<file path="config.mk">
export PLATFORM = sky130hd
export DESIGN_NAME = cnn_result_reader
export DESIGN_NICKNAME = d
export VERILOG_FILES = /design/src/rtl/cnn_result_reader_pkg.sv /design/src/rtl/cnn_result_beat_fifo.sv /design/src/rtl/cnn_result_reader.sv
export SDC_FILE = /design/constraint.sdc
export NUM_CORES = 1
export LEC_CHECK = 0
export BUFFER_PORTS_ARGS = -buffer_cell sky130_fd_sc_hd__buf_2
export CAP_MARGIN = 20
export CORE_MARGIN = 4
export CORE_UTILIZATION = 53
export DETAILED_ROUTE_END_ITERATION = 7
export GPL_ROUTABILITY_DRIVEN = 1
export HOLD_SLACK_MARGIN = 0.15
export PLACE_DENSITY = 0.73
export SYNTH_ARGS = -nofsm -noshare
export SYNTH_HDL_FRONTEND = slang
export SYNTH_SLANG_ARGS = --single-unit
</file>
<file path="constraint.sdc">
create_clock -name clk -period 5.45 [get_ports clk]
set_input_delay 0.2725 -clock clk [delete_from_list [all_inputs] [get_ports clk]]
set_output_delay 0.2725 -clock clk [all_outputs]
set_load 0.03 [all_outputs]
</file>
<file path="src/rtl/cnn_result_reader_pkg.sv">
// Shared definitions for the CNN result-buffer drain: FSM encoding and default widths.
package cnn_result_reader_pkg;

    localparam int unsigned DEFAULT_RESULT_BUFFER_WIDTH = 16;
    localparam int unsigned DEFAULT_COUNT_WIDTH         = 7;

    typedef enum logic [2:0] {
        StIdle  = 3'd0,
        StReq   = 3'd1,
        StGap   = 3'd2,
        StDrain = 3'd3,
        StDone  = 3'd4
    } state_e;

endpackage

</file>
<file path="src/rtl/cnn_result_beat_fifo.sv">
// First-word-fall-through FIFO holding packed output beats {last, keep, data}.
module cnn_result_beat_fifo #(
    parameter int unsigned WIDTH = 8,
    parameter int unsigned DEPTH = 2
) (
    input  logic             i_clk,
    input  logic             i_rst_n,
    input  logic             i_push,
    input  logic [WIDTH-1:0] i_data,
    input  logic             i_pop,
    output logic [WIDTH-1:0] o_data,
    output logic             o_empty,
    output logic             o_full
);
    localparam int unsigned AW = (DEPTH > 1) ? $clog2(DEPTH) : 1;
    localparam int unsigned CW = $clog2(DEPTH + 1);

    logic [WIDTH-1:0] r_mem [DEPTH];
    logic [AW-1:0]    r_wr_ptr;
    logic [AW-1:0]    r_rd_ptr;
    logic [CW-1:0]    r_cnt;
    logic             w_do_push;
    logic             w_do_pop;

    assign o_empty   = (r_cnt == '0);
    assign o_full    = (r_cnt == CW'(DEPTH));
    assign o_data    = r_mem[r_rd_ptr];
    assign w_do_pop  = i_pop && !o_empty;
    // A push into a full FIFO is only taken when a pop frees the slot in the same cycle.
    assign w_do_push = i_push && (!o_full || w_do_pop);

    always_ff @(posedge i_clk or negedge i_rst_n) begin
        if (!i_rst_n) begin
            r_wr_ptr <= '0;
            r_rd_ptr <= '0;
            r_cnt    <= '0;
            for (int i = 0; i < DEPTH; i++) begin
                r_mem[i] <= '0;
            end
        end else begin
            if (w_do_push) begin
                r_mem[r_wr_ptr] <= i_data;
                r_wr_ptr        <= (r_wr_ptr == AW'(DEPTH - 1)) ? '0 : r_wr_ptr + AW'(1);
            end
            if (w_do_pop) begin
                r_rd_ptr <= (r_rd_ptr == AW'(DEPTH - 1)) ? '0 : r_rd_ptr + AW'(1);
            end
            if (w_do_push && !w_do_pop) begin
                r_cnt <= r_cnt + CW'(1);
            end else if (w_do_pop && !w_do_push) begin
                r_cnt <= r_cnt - CW'(1);
            end
        end
    end

endmodule

</file>
<file path="src/rtl/cnn_result_reader.sv">
// Drains a programmed number of words from the CNN result buffer and packs them
// PACK-per-beat into a valid/ready output stream.
module cnn_result_reader
    import cnn_result_reader_pkg::*;
#(
    parameter int unsigned RESULT_BUFFER_WIDTH = DEFAULT_RESULT_BUFFER_WIDTH,
    parameter int unsigned PACK                = 4,
    parameter int unsigned COUNT_WIDTH         = DEFAULT_COUNT_WIDTH,
    parameter int unsigned OUT_FIFO_DEPTH      = 2
) (
    input  logic                                clk,
    input  logic                                reset,
    input  logic                                start,
    input  logic [COUNT_WIDTH-1:0]              read_count,
    output logic                                busy,
    output logic                                done,
    output logic [COUNT_WIDTH-1:0]              words_read,
    input  logic [RESULT_BUFFER_WIDTH-1:0]      result_buffer_out,
    input  logic                                result_buffer_empty,
    input  logic                                result_buffer_valid,
    output logic                                result_buffer_read_enable,
    output logic [RESULT_BUFFER_WIDTH*PACK-1:0] out_data,
    output logic [PACK-1:0]                     out_keep,
    output logic                                out_last,
    output logic                                out_valid,
    input  logic                                out_ready
);
    localparam int unsigned LANE_W  = (PACK > 1) ? $clog2(PACK) : 1;
    localparam int unsigned BEAT_W  = RESULT_BUFFER_WIDTH * PACK;
    localparam int unsigned ENTRY_W = 1 + PACK + BEAT_W;

    state_e                 r_state;
    state_e                 w_state_next;
    logic [COUNT_WIDTH-1:0] r_count;
    logic [COUNT_WIDTH-1:0] r_words_read;
    logic [LANE_W-1:0]      r_lane;
    logic [BEAT_W-1:0]      r_pack;
    logic                   r_rd_hold;
    logic                   r_empty;

    logic                   w_start_acc;
    logic                   w_rd_en;
    logic                   w_capture;
    logic                   w_last_word;
    logic                   w_push;
    logic                   w_pop;
    logic                   w_fifo_full;
    logic                   w_fifo_empty;
    logic [BEAT_W-1:0]      w_beat_data;
    logic [PACK-1:0]        w_beat_keep;
    logic [ENTRY_W-1:0]     w_push_entry;
    logic [ENTRY_W-1:0]     w_head_entry;

    // Buffer empty is registered so the request decision never depends combinationally on it;
    // the GAP cycle gives the flag time to reflect the previous pop.
    assign w_rd_en     = (r_state == StReq) && (r_rd_hold || (!r_empty && !w_fifo_full));
    assign w_capture   = w_rd_en && result_buffer_valid;
    assign w_last_word = ((r_words_read + COUNT_WIDTH'(1)) == r_count);
    assign w_push      = w_capture && ((r_lane == LANE_W'(PACK - 1)) || w_last_word);
    assign w_pop       = out_valid && out_ready;

    always_comb begin
        w_beat_data = r_pack;
        w_beat_keep = '0;
        for (int i = 0; i < PACK; i++) begin
            if (LANE_W'(i) == r_lane) begin
                w_beat_data[i*RESULT_BUFFER_WIDTH +: RESULT_BUFFER_WIDTH] = result_buffer_out;
            end
            if (LANE_W'(i) <= r_lane) begin
                w_beat_keep[i] = 1'b1;
            end
        end
    end

    always_comb begin
        w_state_next = r_state;
        w_start_acc  = 1'b0;
        unique case (r_state)
            StIdle, StDone: begin
                if (start) begin
                    w_start_acc  = 1'b1;
                    w_state_next = (read_count == '0) ? StDone : StReq;
                end
            end
            StReq:   if (w_capture) w_state_next = StGap;
            StGap:   w_state_next = (r_words_read == r_count) ? StDrain : StReq;
            StDrain: if (w_fifo_empty) w_state_next = StDone;
            default: w_state_next = StIdle;
        endcase
    end

    always_ff @(posedge clk or negedge reset) begin
        if (!reset) begin
            r_state      <= StIdle;
            r_count      <= '0;
            r_words_read <= '0;
            r_lane       <= '0;
            r_pack       <= '0;
            r_rd_hold    <= 1'b0;
            r_empty      <= 1'b1;
        end else begin
            r_state <= w_state_next;
            r_empty <= result_buffer_empty;
            if (w_start_acc) begin
                r_count      <= read_count;
                r_words_read <= '0;
                r_lane       <= '0;
                r_pack       <= '0;
                r_rd_hold    <= 1'b0;
            end else if (r_state == StReq) begin
                if (w_capture) begin
                    r_words_read <= r_words_read + COUNT_WIDTH'(1);
                    r_lane       <= w_push ? '0 : r_lane + LANE_W'(1);
                    r_pack       <= w_push ? '0 : w_beat_data;
                    r_rd_hold    <= 1'b0;
                end else begin
                    r_rd_hold <= w_rd_en;
                end
            end
        end
    end

    assign w_push_entry = {w_last_word, w_beat_keep, w_beat_data};

    cnn_result_beat_fifo #(
        .WIDTH (ENTRY_W),
        .DEPTH (OUT_FIFO_DEPTH)
    ) u_beat_fifo (
        .i_clk   (clk),
        .i_rst_n (reset),
        .i_push  (w_push),
        .i_data  (w_push_entry),
        .i_pop   (w_pop),
        .o_data  (w_head_entry),
        .o_empty (w_fifo_empty),
        .o_full  (w_fifo_full)
    );

    assign {out_last, out_keep, out_data} = w_head_entry;
    assign out_valid                      = !w_fifo_empty;
    assign result_buffer_read_enable      = w_rd_en;
    assign busy       = (r_state == StReq) || (r_state == StGap) || (r_state == StDrain);
    assign done       = (r_state == StDone);
    assign words_read = r_words_read;

endmodule

</file>
# Word level (Yosys, flattened, before mapping)
# Index checks and enable logic that the tools add are counted.
# word_totals
regBits	227
output_inout_bits	80
wordCells	111
# classes
add_sub_neg	6
n_lt_le_gt_ge	7
eq_ne	14
n_mux	40
bitwise_logic	2
reduce_logical	30
# op_table
cell	n
$mux 69	4
$mux 64	4
$bwmux 138	1
$demux 69 s1	1
$mux 16	4
$mux 7	3
$eq 7x7->1	2
$mux 2	7
$mux 3	4
$pmux 3 s4	1
$mux 1	11
$logic_and 1x1->1	10
$add 7x1->7 const B	1
$logic_not 7->1	1
$eq 3x2->1 const B	2
$reduce_bool 2->1	3
$logic_not 1->1	5
$logic_or 1x1->1	5
$add 2x1->2 const B	2
$eq 2x2->1 const A	2
$eq 2x2->1 const B	2
$ge 2x2->1 const B	2
$le 1x2->1 const A	2
$le 2x2->1 const A	2
14 further kinds	18

# Longest topological paths before layout
# Gate-level depths: netlist of the first run.
# depth
word_depth	12
ltp_mapped	11
mapped_depth_nobuf	10

# Modules after synthesis
# A second synthesis of the first run with hierarchy kept.
# unflattened
cells_unflattened	822
hier_area_um2	10714.0
# by_module_without_submodules
module	instances	cells_each	area_each_um2
cnn_result_beat_fifo	1	386	6114.6
cnn_result_reader	1	436	4599.4

# Worst setup path after synthesis of the first run
# OpenSTA, ideal clock, no wires.
# synth_timing
path_kind	reg-to-reg
from	register r_words_read[0] (netlist: words_read[0])
to	register u_beat_fifo.r_cnt[1]
setup_ns	0.125
t_arrival_ns	3.015
required_time_ns	5.325
path_slack_ns	2.310
stages_incl_launch_ff	12
cell_sequence	dfrtp_1 ha_1 nand3_2 or3_1 a221o_1 o31a_1 buf_6 nor3_1 ha_1 xor2_1 nor2_1 xor2_1
# synth_between
elab_chain_len	8
# synth_lines
element	line_no	rtl
start, declared	cnn_result_reader.sv:35	logic [COUNT_WIDTH-1:0] r_words_read;
start signal, assigned	cnn_result_reader.sv:112	r_words_read <= r_words_read + COUNT_WIDTH'(1);
$add 7x1->7 *	cnn_result_reader.sv:58	assign w_last_word = ((r_words_read + COUNT_WIDTH'(1)) == r_count);
$eq 7x7->1 *	cnn_result_reader.sv:58	
$logic_or 1x1->1 *	cnn_result_reader.sv:59	assign w_push = w_capture && ((r_lane == LANE_W'(PACK - 1)) || w_last_word);
$logic_and 1x1->1 *	cnn_result_reader.sv:59	
$logic_and 1x1->1 *	cnn_result_beat_fifo.sv:30	assign w_do_push = i_push && (!o_full || w_do_pop);
$logic_not 1->1	cnn_result_beat_fifo.sv:50	end else if (w_do_pop && !w_do_push) begin
$logic_and 1x1->1	cnn_result_beat_fifo.sv:50	
$reduce_bool 2->1 (no source line)	n/a	
end signal, assigned	cnn_result_beat_fifo.sv:49	r_cnt <= r_cnt + CW'(1);
end signal, assigned	cnn_result_beat_fifo.sv:51	r_cnt <= r_cnt - CW'(1);
end, declared	cnn_result_beat_fifo.sv:21	logic [CW-1:0] r_cnt;
# Every way passes the cells marked *; elsewhere a longest branch is shown, timed or not.
# A chain may end at the register's enable or synchronous reset.

# Worst setup path after layout of the first run
# Ends and elaborated chain as after synthesis.

==> results of run 1 <==
[cell usage in the layout (no fill, tap or decap), types with 8 or more instances in the layout]
| master | instances |
|---|---|
| a22o_1 | 46 |
| o21ai_0 | 153 |
| a21oi_1 | 44 |
| dlygate4sd3_1 | 14 |
| dfrtp_1 | 225 |
| o21ai_1 | 17 |
| xnor2_1 | 8 |
| clkbuf_16 | 25 |
| mux2_2 | 70 |
| nand2_1 | 68 |
| and2_1 | 20 |
| a22oi_1 | 32 |
| buf_4 | 19 |
| nor2_1 | 17 |
| nor2b_1 | 17 |
| mux2i_1 | 48 |
| a32oi_1 | 32 |
| buf_2 | 107 |
| xor2_1 | 9 |
| inv_1 | 10 |
[logic make-up (layout without fill, tap and decap cells)]
family | count (synthesis) | count (layout)
AO/OA/AOI/OAI | 345 | 345
flip-flops | 227 | 227
AND/OR/NAND/NOR | 154 | 154
multiplexers | 118 | 118
buffers and inverters | 106 | 198
XOR/XNOR | 17 | 17
adder cells (fa/ha/maj) | 7 | 7
[power by group through the flow]
stage | sequential [W] | combinational, W | clock (W)
floorplan | 0.00233 | 0.00185 | 0
global placement | 0.00242 | 0.00234 | 0
detailed placement | 0.00244 | 0.00237 | 0
CTS | 0.00242 | 0.00240 | 0.00170
global route | 0.00248 | 0.00261 | 0.00176
finish | 0.00243 | 0.00241 | 0.00168
[how the worst min path moves through the flow]
stage / slack [ns] / from / cells past startpoint / endpoint
after global routing: 0.18 / result_buffer_out[13] / 2 / r_pack[29]
after global placement: 0.38 / result_buffer_empty / 1 / r_empty
after detailed placement: 0.38 / result_buffer_empty / 1 / r_empty
final: 0.17 / result_buffer_out[13] / 2 / r_pack[13]
after CTS: 0.15 / result_buffer_out[13] / 2 / r_pack[13]
after floorplan: -0.02 / reset / 0 / r_count[0]
[cell type report]
cell class              instances  share of cell area, %
clock buffers                  35                  5.832
clock inverters                10                 0.9004
inverters                      10                 0.3070
multi-input cells             641                  36.61
flip-flops and latches        227                  46.47
well taps                     265                  2.712
repair buffers                143                  7.163
[through the flow]
step | cell area (um2) | worst slack (ns) | instances | hold slack [ns]
2_1_floorplan | 10600 | 2.310 | 974 | -0.02309
3_3_place_gp | 11220 | 2.065 | 1270 | 0.3794
3_5_place_dp | 11220 | 1.920 | 1270 | 0.3787
4_1_cts | 12190 | 1.887 | 1329 | 0.1536
5_1_grt | 12230 | 1.736 | 1331 | 0.1786
6_report | 12230 | 1.960 | 1331 | 0.1683
[per-layer routing]
| metal | vias to the layer above | GRT usage (%) |
|---|---|---|
| met5 | - | 0 |
| met4 | 2 | 8.055 |
| met3 | 54 | 4.011 |
| met2 | 312 | 39.98 |
| met1 | 4109 | 36.06 |
| li1 | 3690 | - |
[flip-flops by register name, indices dropped and copies added, names as in the netlist]
register,count
r_state,3
r_count,7
u_beat_fifo.r_cnt,2
u_beat_fifo.r_rd_ptr,1
r_rd_hold,1
words_read,7
r_pack,64
u_beat_fifo.r_wr_ptr,1
r_empty,1
u_beat_fifo.r_mem,138
r_lane,2
[worst max-delay path: stages, from the launching register on]
cell,delay (ns)
dfrtp_1,0.45
ha_1,0.26
nand3_2,0.11
or3_1,0.38
a221o_1,0.46
o31a_2,0.70
nor3_1,0.41
ha_1,0.23
xor2_1,0.16
nor2_1,0.07
xor2_1,0.14
==> impl_metrics.tcl, run 1 <==
set metrics [dict create \
    dr.max_layer_used "met5" \
    finalPower_w 0.006510 \
    nNetsFinal 1084 \
    finish.utilization_pct 62.42 \
    rsz0062_at_grt "false" \
    synth_top_family_by_area "compound AO/OA/AOI/OAI gates" \
    synth_commonest_cells "dfrtp_1, o21ai_0, mux2_2" \
    grt_pass1_vias 8200 \
    synthesis.area_um2 10600 \
    clock-sinks 227 \
    die_y_um 149.4 \
    ys.flop_type "dfrtp_1" \
    startpoint "words_read[0]" \
    max_freq_mhz 286.5 \
    cts_hold_buf 14 \
    p_leak_nw 5.608 \
    synth_top_area_share_pct 53.36 \
    yosysTopAreaCell "dfrtp_1" \
    reg2reg_depth 10 \
    syn_to_final_growth_pct 15.38 \
    synthCells 974 \
    grt_pass1_wl_um 45040 \
    critical_path.max_fanout 55 \
    h-tree-depth 1 \
    ys_top_cells_by_area "dfrtp_1, mux2_2, o21ai_0, mux2i_1, a22o_1" \
    ys_types 47 \
    grt_overflow 0 \
    startpoint_type "register" \
    nFillCells 1610 \
    layout-drive-gt1-share_pct 23.73 \
    ant_nets 0 \
    initial_core_util_pct 54.10 \
    fin_crit_sh_pct 64.04 \
    hold_path_class "in2reg" \
    cts_root_buf "clkbuf_16" \
    portBuffers 108 \
    synthMuxAreaShare_pct 11.97 \
    synth_seq_cells 227 \
    num_io_pins 109 \
    track_usage_pct 25.25 \
    p_sw_w 0.002474 \
    synth_edf_count 0 \
    cts_tree "built" \
    std_cell_rows 51 \
    clkPwrFrac_pct 25.7 \
    p_seq_share_pct 37.3 \
    wl_met1_um 12140 \
    avgSynthCellArea_um2 10.88 \
    crit_end "u_beat_fifo.r_cnt[1]" \
    dieArea_um2 22320 \
    drt_first_iter_violations 738 \
    min_period_ns 3.490 \
    worst_slew_pin_slew_ns 1.139 \
    synth_most_common_cell "dfrtp_1" \
    synthSimpleGateAreaFrac_pct 7.285 \
    antenna_cells 0 \
    regArea_um2 5683 \
    worst_ep_arrival_time_ns 3.88 \
    grt_start_max_net_pins 124 \
    dr.pass1.iters 5 \
    status "finished clean" \
    design.core.area_um2 19590 \
    synth-compound-area-share_pct 20.70 \
    setup_viol 0 \
    post-route-drc-count 0 \
    async_flop_share_pct 100.0 \
    wl_met3_um 1907 \
    vias 8167 \
    swShare_pct 38.01 \
    syn-num-nets 1010 \
    avgViaCountPerCell 6.136 \
    final_max_slew_viol_count 0 \
    multiInputGateArea_um2 4477 \
    path_class "reg2reg" \
    dp_hpwl_um 16450 \
    r2r_setup_slack_ns 1.96 \
    endpoint_kind "register" \
    finalClockSkew_ns 0.01547 \
    synth_warnings 0 \
    r2r_start "words_read[0]" \
    cts_resized 0 \
    gp_congestion 0.8219 \
    worstPathRequired_ns 5.84 \
    clockBufferDepth 3 \
    path_clk_slew_ns 0.06 \
    fin_setup_tns_ns 0 \
    clk_latency_ns 0.52 \
    antenna_found_initial 1 \
    powerDensity_nw_per_um2 532.4 \
    power_frac_comb_pct 37.0 \
    peakVddDrop_mv 0.3371 \
    hold_viol_final 0 \
    routed_wl_um 28140 \
    met2_length_um 13180 \
    relSlewSlack_pct 24.06 \
    seq_area_frac_synth_pct 53.61 \
    cts_setup_buffers 0 \
    synth_adder_area_share_pct 0.8264 \
    post_drt_wl_per_cell_um 21.14 \
    synth-xor-area-share_pct 1.405 \
    p_int_w 0.004036 \
    dieWidth_um 149.4 \
    r2r_end "u_beat_fifo.r_cnt[1]" \
    cts_made_buffers 25 \
    drv_cap 0 \
]
(Power assumes the default switching activity.)
==> run 2: changes to the inputs <==
--- a/config.mk
+++ b/config.mk
@@ -5,6 +5,7 @@
 export SDC_FILE = /design/constraint.sdc
 export NUM_CORES = 1
 export LEC_CHECK = 0
+export ABC_AREA = 1
 export BUFFER_PORTS_ARGS = -buffer_cell sky130_fd_sc_hd__buf_2
 export CAP_MARGIN = 20
 export CORE_MARGIN = 4
==> constraint.sdc (replaced) <==
create_clock -name clk -period 3.5 [get_ports clk]
set_input_delay 0.175 -clock clk [delete_from_list [all_inputs] [get_ports clk]]
set_output_delay 0.175 -clock clk [all_outputs]
set_load 0.03 [all_outputs]
==> impl_metrics.tcl, run 2 <==
set metrics [dict create \
    status "finished clean" \
    synthesis.area_um2 11160 \
    yosysTopAreaCell "dfrtp_1" \
    max_freq_mhz 368.5 \
    dieWidth_um 153.1 \
    portBuffers 108 \
    initial_core_util_pct 54.47 \
    synth-compound-area-share_pct 1.614 \
    setup_viol 0 \
    avgSynthCellArea_um2 7.945 \
    dp_hpwl_um 17830 \
    dieArea_um2 23450 \
    num_io_pins 109 \
    crit_chain "inv_1, nand2_1, nor2_1, nand3_2, a31oi_4, nand2_1, inv_1, ha_1, a21oi_1, o21ai_0, xor2_1" \
    synth_most_common_cell "nand2_1" \
    synth_warnings 0 \
    p_leak_nw 7.334 \
    cts_root_buf "clkbuf_16" \
    synth_seq_cells 227 \
    routed_wl_um 29720 \
    worst_ep_arrival_time_ns 3.10 \
    antenna_cells 0 \
    largest_reg_flops 138 \
    largestRegisters "u_beat_fifo.r_mem x138, r_pack x64" \
    die_y_um 153.1 \
    synth_commonest_cells "nand2_1, dfrtp_1, nand4_1" \
    syn-num-nets 1441 \
    ys_types 36 \
    cts_setup_buffers 0 \
    clk_latency_ns 0.52 \
    synth_top_family_by_area "simple AND/OR/NAND/NOR gates" \
    synth_adder_area_share_pct 0.7846 \
    post-route-drc-count 0 \
    grt_pass1_vias 9505 \
    min_period_ns 2.714 \
    synthMuxAreaShare_pct 4.943 \
    drt_first_iter_violations 734 \
    ys_top_cells_by_area "dfrtp_1, nand2_1, nand4_1, mux2_2, clkbuf_1" \
    endpoint_kind "register" \
    finalWorstSetupSlack_ns 0.7863 \
    top_register "u_beat_fifo.r_mem" \
    cts_made_buffers 24 \
    ys.flop_type "dfrtp_1" \
    synth_top_area_share_pct 50.66 \
    grt_util_met1_pct 34.90 \
    async_flop_share_pct 100.0 \
    worst_slew_pin_slew_ns 0.8704 \
    nNetsFinal 1518 \
    dr.pass1.iters 6 \
    startpoint_type "register" \
    final_max_slew_viol_count 0 \
    path_class "reg2reg" \
    h-tree-depth 1 \
    clock-sinks 227 \
    peakVddDrop_mv 0.4913 \
    clockBufferDepth 3 \
    critical_path.max_fanout 17 \
    path_clk_slew_ns 0.06 \
    slowest_delay_ns 0.58 \
    std_cell_rows 52 \
    relSlewSlack_pct 41.97 \
    rsz0062_at_grt "false" \
    ant_nets 0 \
    cts_tree "built" \
    preCtsSetupSlack_ns 0.8477 \
    cpMaxStageDelayCell "a31oi_4" \
    drv_cap 0 \
    synthSimpleGateAreaFrac_pct 35.60 \
    avgViaCountPerCell 5.478 \
    powerDensity_nw_per_um2 677.2 \
    gr-usage-met3_pct 3.873 \
    layout-drive-gt1-share_pct 15.94 \
    syn_to_final_growth_pct 14.21 \
    fin_cells 1769 \
    hold_path_class "in2reg" \
    fin_setup_tns_ns 0 \
    layout_common_cells "nand2_1, dfrtp_1, nand4_1" \
    placedCellCount 1708 \
    synth_edf_count 0 \
    busiest_layer "met2" \
    grt_use_met2_pct 41.54 \
    grt_start_max_net_pins 112 \
    grt_overflow 0 \
    gp_congestion 0.8521 \
    synth-xor-area-share_pct 0.6277 \
    finish.utilization_pct 62.21 \
    cts_resized 0 \
    synthCells 1405 \
    worstPathRequired_ns 3.89 \
    post_drt_wl_per_cell_um 16.80 \
    design.core.area_um2 20490 \
    hold_viol_final 0 \
    fin_crit_sh_pct 77.53 \
    cts_hold_buf 18 \
    antenna_found_initial 1 \
    track_usage_pct 25.26 \
    final_common_cell "nand2_1" \
    vias 9691 \
    grt_pass1_wl_um 49250 \
    seq_area_frac_synth_pct 50.90 \
    finalClockSkew_ns 0.009429 \
]
run 2: final cells by class:
class                      count  area (um2)
fill                        1827        7745
sequential                   227        5684
multi-input combinational   1041        4873
timing repair buffer         150       910.9
clock buffer                  37       720.7
tap                          270       337.8
inverter                      38       142.6
clock inverter                 6       80.08
run 2: per-layer routing:
layer  share of wire [%]  wire, um  vias up
li1                    -         -     4668
met1                  44     12960     4643
met2                  47     14090      314
met3                 5.8      1717       64
met4                 3.1       933        2
met5               0.044        13        -
run 2: worst paths after layout:
check / from / to / slack, ns / cells after the start
setup / recovery: r_state[2] / u_beat_fifo.r_cnt[1] / 0.79 / 11
hold / removal: result_buffer_out[9] / r_pack[57] / 0.17 / 5
setup reg to reg: r_state[2] / u_beat_fifo.r_cnt[1] / 0.79 / 11
hold reg to reg: u_beat_fifo.r_mem[133] / u_beat_fifo.r_mem[133] / 0.46 / 2
max in group asynchronous: reset / r_pack[29] / 2.29 / 3
min in group asynchronous: reset / u_beat_fifo.r_mem[54] / 0.33 / 2
run 2: report_power, final:
group          switching (W)  internal (W)
Clock                0.00103       0.00156
Sequential          0.000250       0.00300
Combinational        0.00198      0.000817
Total                0.00326       0.00538
run 2: cell families after synthesis:
kind of cell               Yosys count
muxes                               49
xor gates and xnor gates             8
DFF                                227
AOI/OAI and AO/OA                   29
adders and majority gates            7
buffers and inverters              137
and+or+nand+nor                    948
run 2: per-stage QoR:
| step | hold WS (ns) | total power (W) | instance area, um2 |
|---|---|---|---|
| after CTS | 0.1549 | 0.008663 | 12750 |
| final | 0.1706 | 0.008634 | 12750 |
| after floorplan | -0.1206 | 0.005306 | 11160 |
| after global routing | 0.1663 | 0.009107 | 12750 |
| after detailed placement | 0.2894 | 0.006045 | 11770 |
| after global placement | 0.2839 | 0.005977 | 11770 |
run 2: critical path: cells and delay by family (launching register included):
kind / cells / cell delay [ns]
DFF: 1 / 0.41
AOI/OAI and AO/OA: 3 / 0.81
adders and majority gates: 1 / 0.24
and+or+nand+nor: 4 / 0.79
xor gates and xnor gates: 1 / 0.16
buffers and inverters: 2 / 0.18
==> run 3: changes to the inputs <==
--- a/config.mk
+++ b/config.mk
@@ -5,7 +5,7 @@
 export SDC_FILE = /design/constraint.sdc
 export NUM_CORES = 1
 export LEC_CHECK = 0
-export ABC_AREA = 1
+export ABC_AREA = 0
 export BUFFER_PORTS_ARGS = -buffer_cell sky130_fd_sc_hd__buf_2
 export CAP_MARGIN = 20
 export CORE_MARGIN = 4
==> constraint.sdc (replaced) <==
create_clock -name clk -period 2.8 [get_ports clk]
set_input_delay 0.14 -clock clk [delete_from_list [all_inputs] [get_ports clk]]
set_output_delay 0.14 -clock clk [all_outputs]
set_load 0.03 [all_outputs]
==> impl_metrics.tcl, run 3 (synthesis results as in run 1) <==
set metrics [dict create \
    status "finished clean" \
    post-route-drc-count 0 \
    reg2reg_depth 9 \
    worst_slew_pin_slew_ns 0.7815 \
    hold_path_class "in2async" \
    vias 8346 \
    top_register "u_beat_fifo.r_mem" \
    startpoint_type "register" \
    antenna_found_initial 0 \
    largestRegisters "u_beat_fifo.r_mem x138, r_pack x64" \
    post_drt_wl_per_cell_um 20.73 \
    design.core.area_um2 19590 \
    initial_core_util_pct 54.10 \
    hold_viol_final 0 \
    rsz0062_at_grt "false" \
    fin_crit_sh_pct 95.98 \
    whs_ns 0.2515 \
    slowest_delay_ns 0.40 \
    grt_overflow 0 \
    critical_path.max_fanout 4 \
    avgViaCountPerCell 6.096 \
    dr.pass1.iters 6 \
    cp.depth 9 \
    powerDensity_nw_per_um2 1011 \
    setup_viol 0 \
    syn_to_final_growth_pct 19.31 \
    r2r_setup_slack_ns 0.11 \
    layout_common_cells "dfrtp_1, o21ai_0, buf_2" \
    relSlewSlack_pct 47.90 \
    max_freq_mhz 372.1 \
    ant_nets 0 \
    clockBufferDepth 3 \
    peakVddDrop_mv 0.6560 \
    cts_tree "built" \
    antenna_cells 0 \
    cp_top_family "simple AND/OR/NAND/NOR gates" \
    dieWidth_um 149.4 \
    die_y_um 149.4 \
    worstPathRequired_ns 3.23 \
    layout-drive-gt1-share_pct 25.36 \
    gp_congestion 0.8641 \
    track_usage_pct 25.49 \
    drv_cap 0 \
    dieArea_um2 22320 \
    dp_hpwl_um 17610 \
    h-tree-depth 1 \
    endpoint_kind "register" \
    path_buf_inv 0 \
    std_cell_rows 51 \
    startpoint "words_read[1]" \
    r2r_start "words_read[1]" \
    p_leak_nw 5.776 \
    path_clk_slew_ns 0.06 \
    grt_start_max_net_pins 97 \
    cts_made_buffers 24 \
    cts_root_buf "clkbuf_16" \
    placedCellCount 1291 \
    r2r_end "u_beat_fifo.r_cnt[1]" \
    drt_first_iter_violations 738 \
    worst_ep_arrival_time_ns 3.11 \
    crit_chain "ha_4, nand3_2, or3_1, a221o_2, o31a_2, nor3_4, ha_2, nor2_1, xor2_1" \
    fin_cells 1369 \
    clk_latency_ns 0.51 \
    clock-sinks 227 \
    crit_end "u_beat_fifo.r_cnt[1]" \
    final_max_slew_viol_count 0 \
    routed_wl_um 28380 \
    final_common_cell "dfrtp_1" \
    portBuffers 108 \
    path_class "reg2reg" \
    finalClockSkew_ns 0.01020 \
    cpMaxStageDelayCell "dfrtp_2" \
    grt_pass1_vias 8492 \
    largest_reg_flops 138 \
    nNetsFinal 1126 \
    min_period_ns 2.687 \
    num_io_pins 109 \
    grt_pass1_wl_um 45690 \
]
==> run 3: changes by cell type in the layout (fill, tap and decap cells not counted), sizes merged, moves of 38 or more <==
| cell | delta |
|---|---|
| a21oi | +38 |
| a22o | +46 |
| mux2i | +48 |
| nand2 | -706 |
| nand4 | -138 |
| o21ai | +157 |
==> run 3: layout make-up <==
cell class / instances / area [um2]
multi-input cells: 641 / 4554
well taps: 265 / 331.6
clock buffers: 38 / 724.4
clock inverters: 2 / 35.03
inverters: 10 / 37.54
repair buffers: 186 / 1274
fillers: 1553 / 6945
flip-flops and latches: 227 / 5688
==> run 3: through the flow <==
| step | total power [W] | worst slack (ns) | utilization (%) | cell area [um2] | TNS [ns] |
|---|---|---|---|---|---|
| after global placement | 0.009403 | 0.02892 | 58.50 | 11460 | 0 |
| after global routing | 0.01346 | 0.01011 | 64.55 | 12640 | 0 |
| after floorplan | 0.008149 | 0.001056 | - | 10630 | 0 |
| final | 0.01279 | 0.1127 | 64.55 | 12640 | 0 |
| after CTS | 0.01273 | 0.02907 | 64.25 | 12590 | 0 |
| after detailed placement | 0.009502 | -0.03383 | 58.50 | 11460 | -0.4931 |
==> run 3: repair_timing <==
action / in CTS / in global routing
pin swaps: 0 / 2
setup endpoints to repair: 44 / 157
resized for setup: 5 / 7
setup buffers: 0 / 3
hold buffers: 35 / 0
endpoints found under the hold margin: 201 / 0
==> run 3: worst min path at each step <==
stage | from | to | slack [ns] | depth (start not counted)
6_report | reset | r_count[1] | 0.25 | 2
4_1_cts | result_buffer_empty | r_empty | 0.26 | 2
3_5_place_dp | reset | r_state[0] | 0.23 | 1
2_1_floorplan | reset | r_count[0] | -0.16 | 0
3_3_place_gp | reset | r_state[2] | 0.23 | 1
5_1_grt | result_buffer_empty | r_empty | 0.28 | 2
==> run 3: power breakdown <==
part,switching (W),internal [W],total [W]
Clock,0.00123,0.00185,0.00308
Sequential,0.000552,0.00411,0.00467
Combinational,0.00306,0.00199,0.00504
==> run 3: layer usage <==
metal  vias up  global-route usage, %  routed length, um
met5         -                      0                  0
met4         0                  6.499                714
met2       295                  42.69              13960
met3        49                  3.251               1719
met1      4225                  35.57              11990
li1       3777                      -                  -
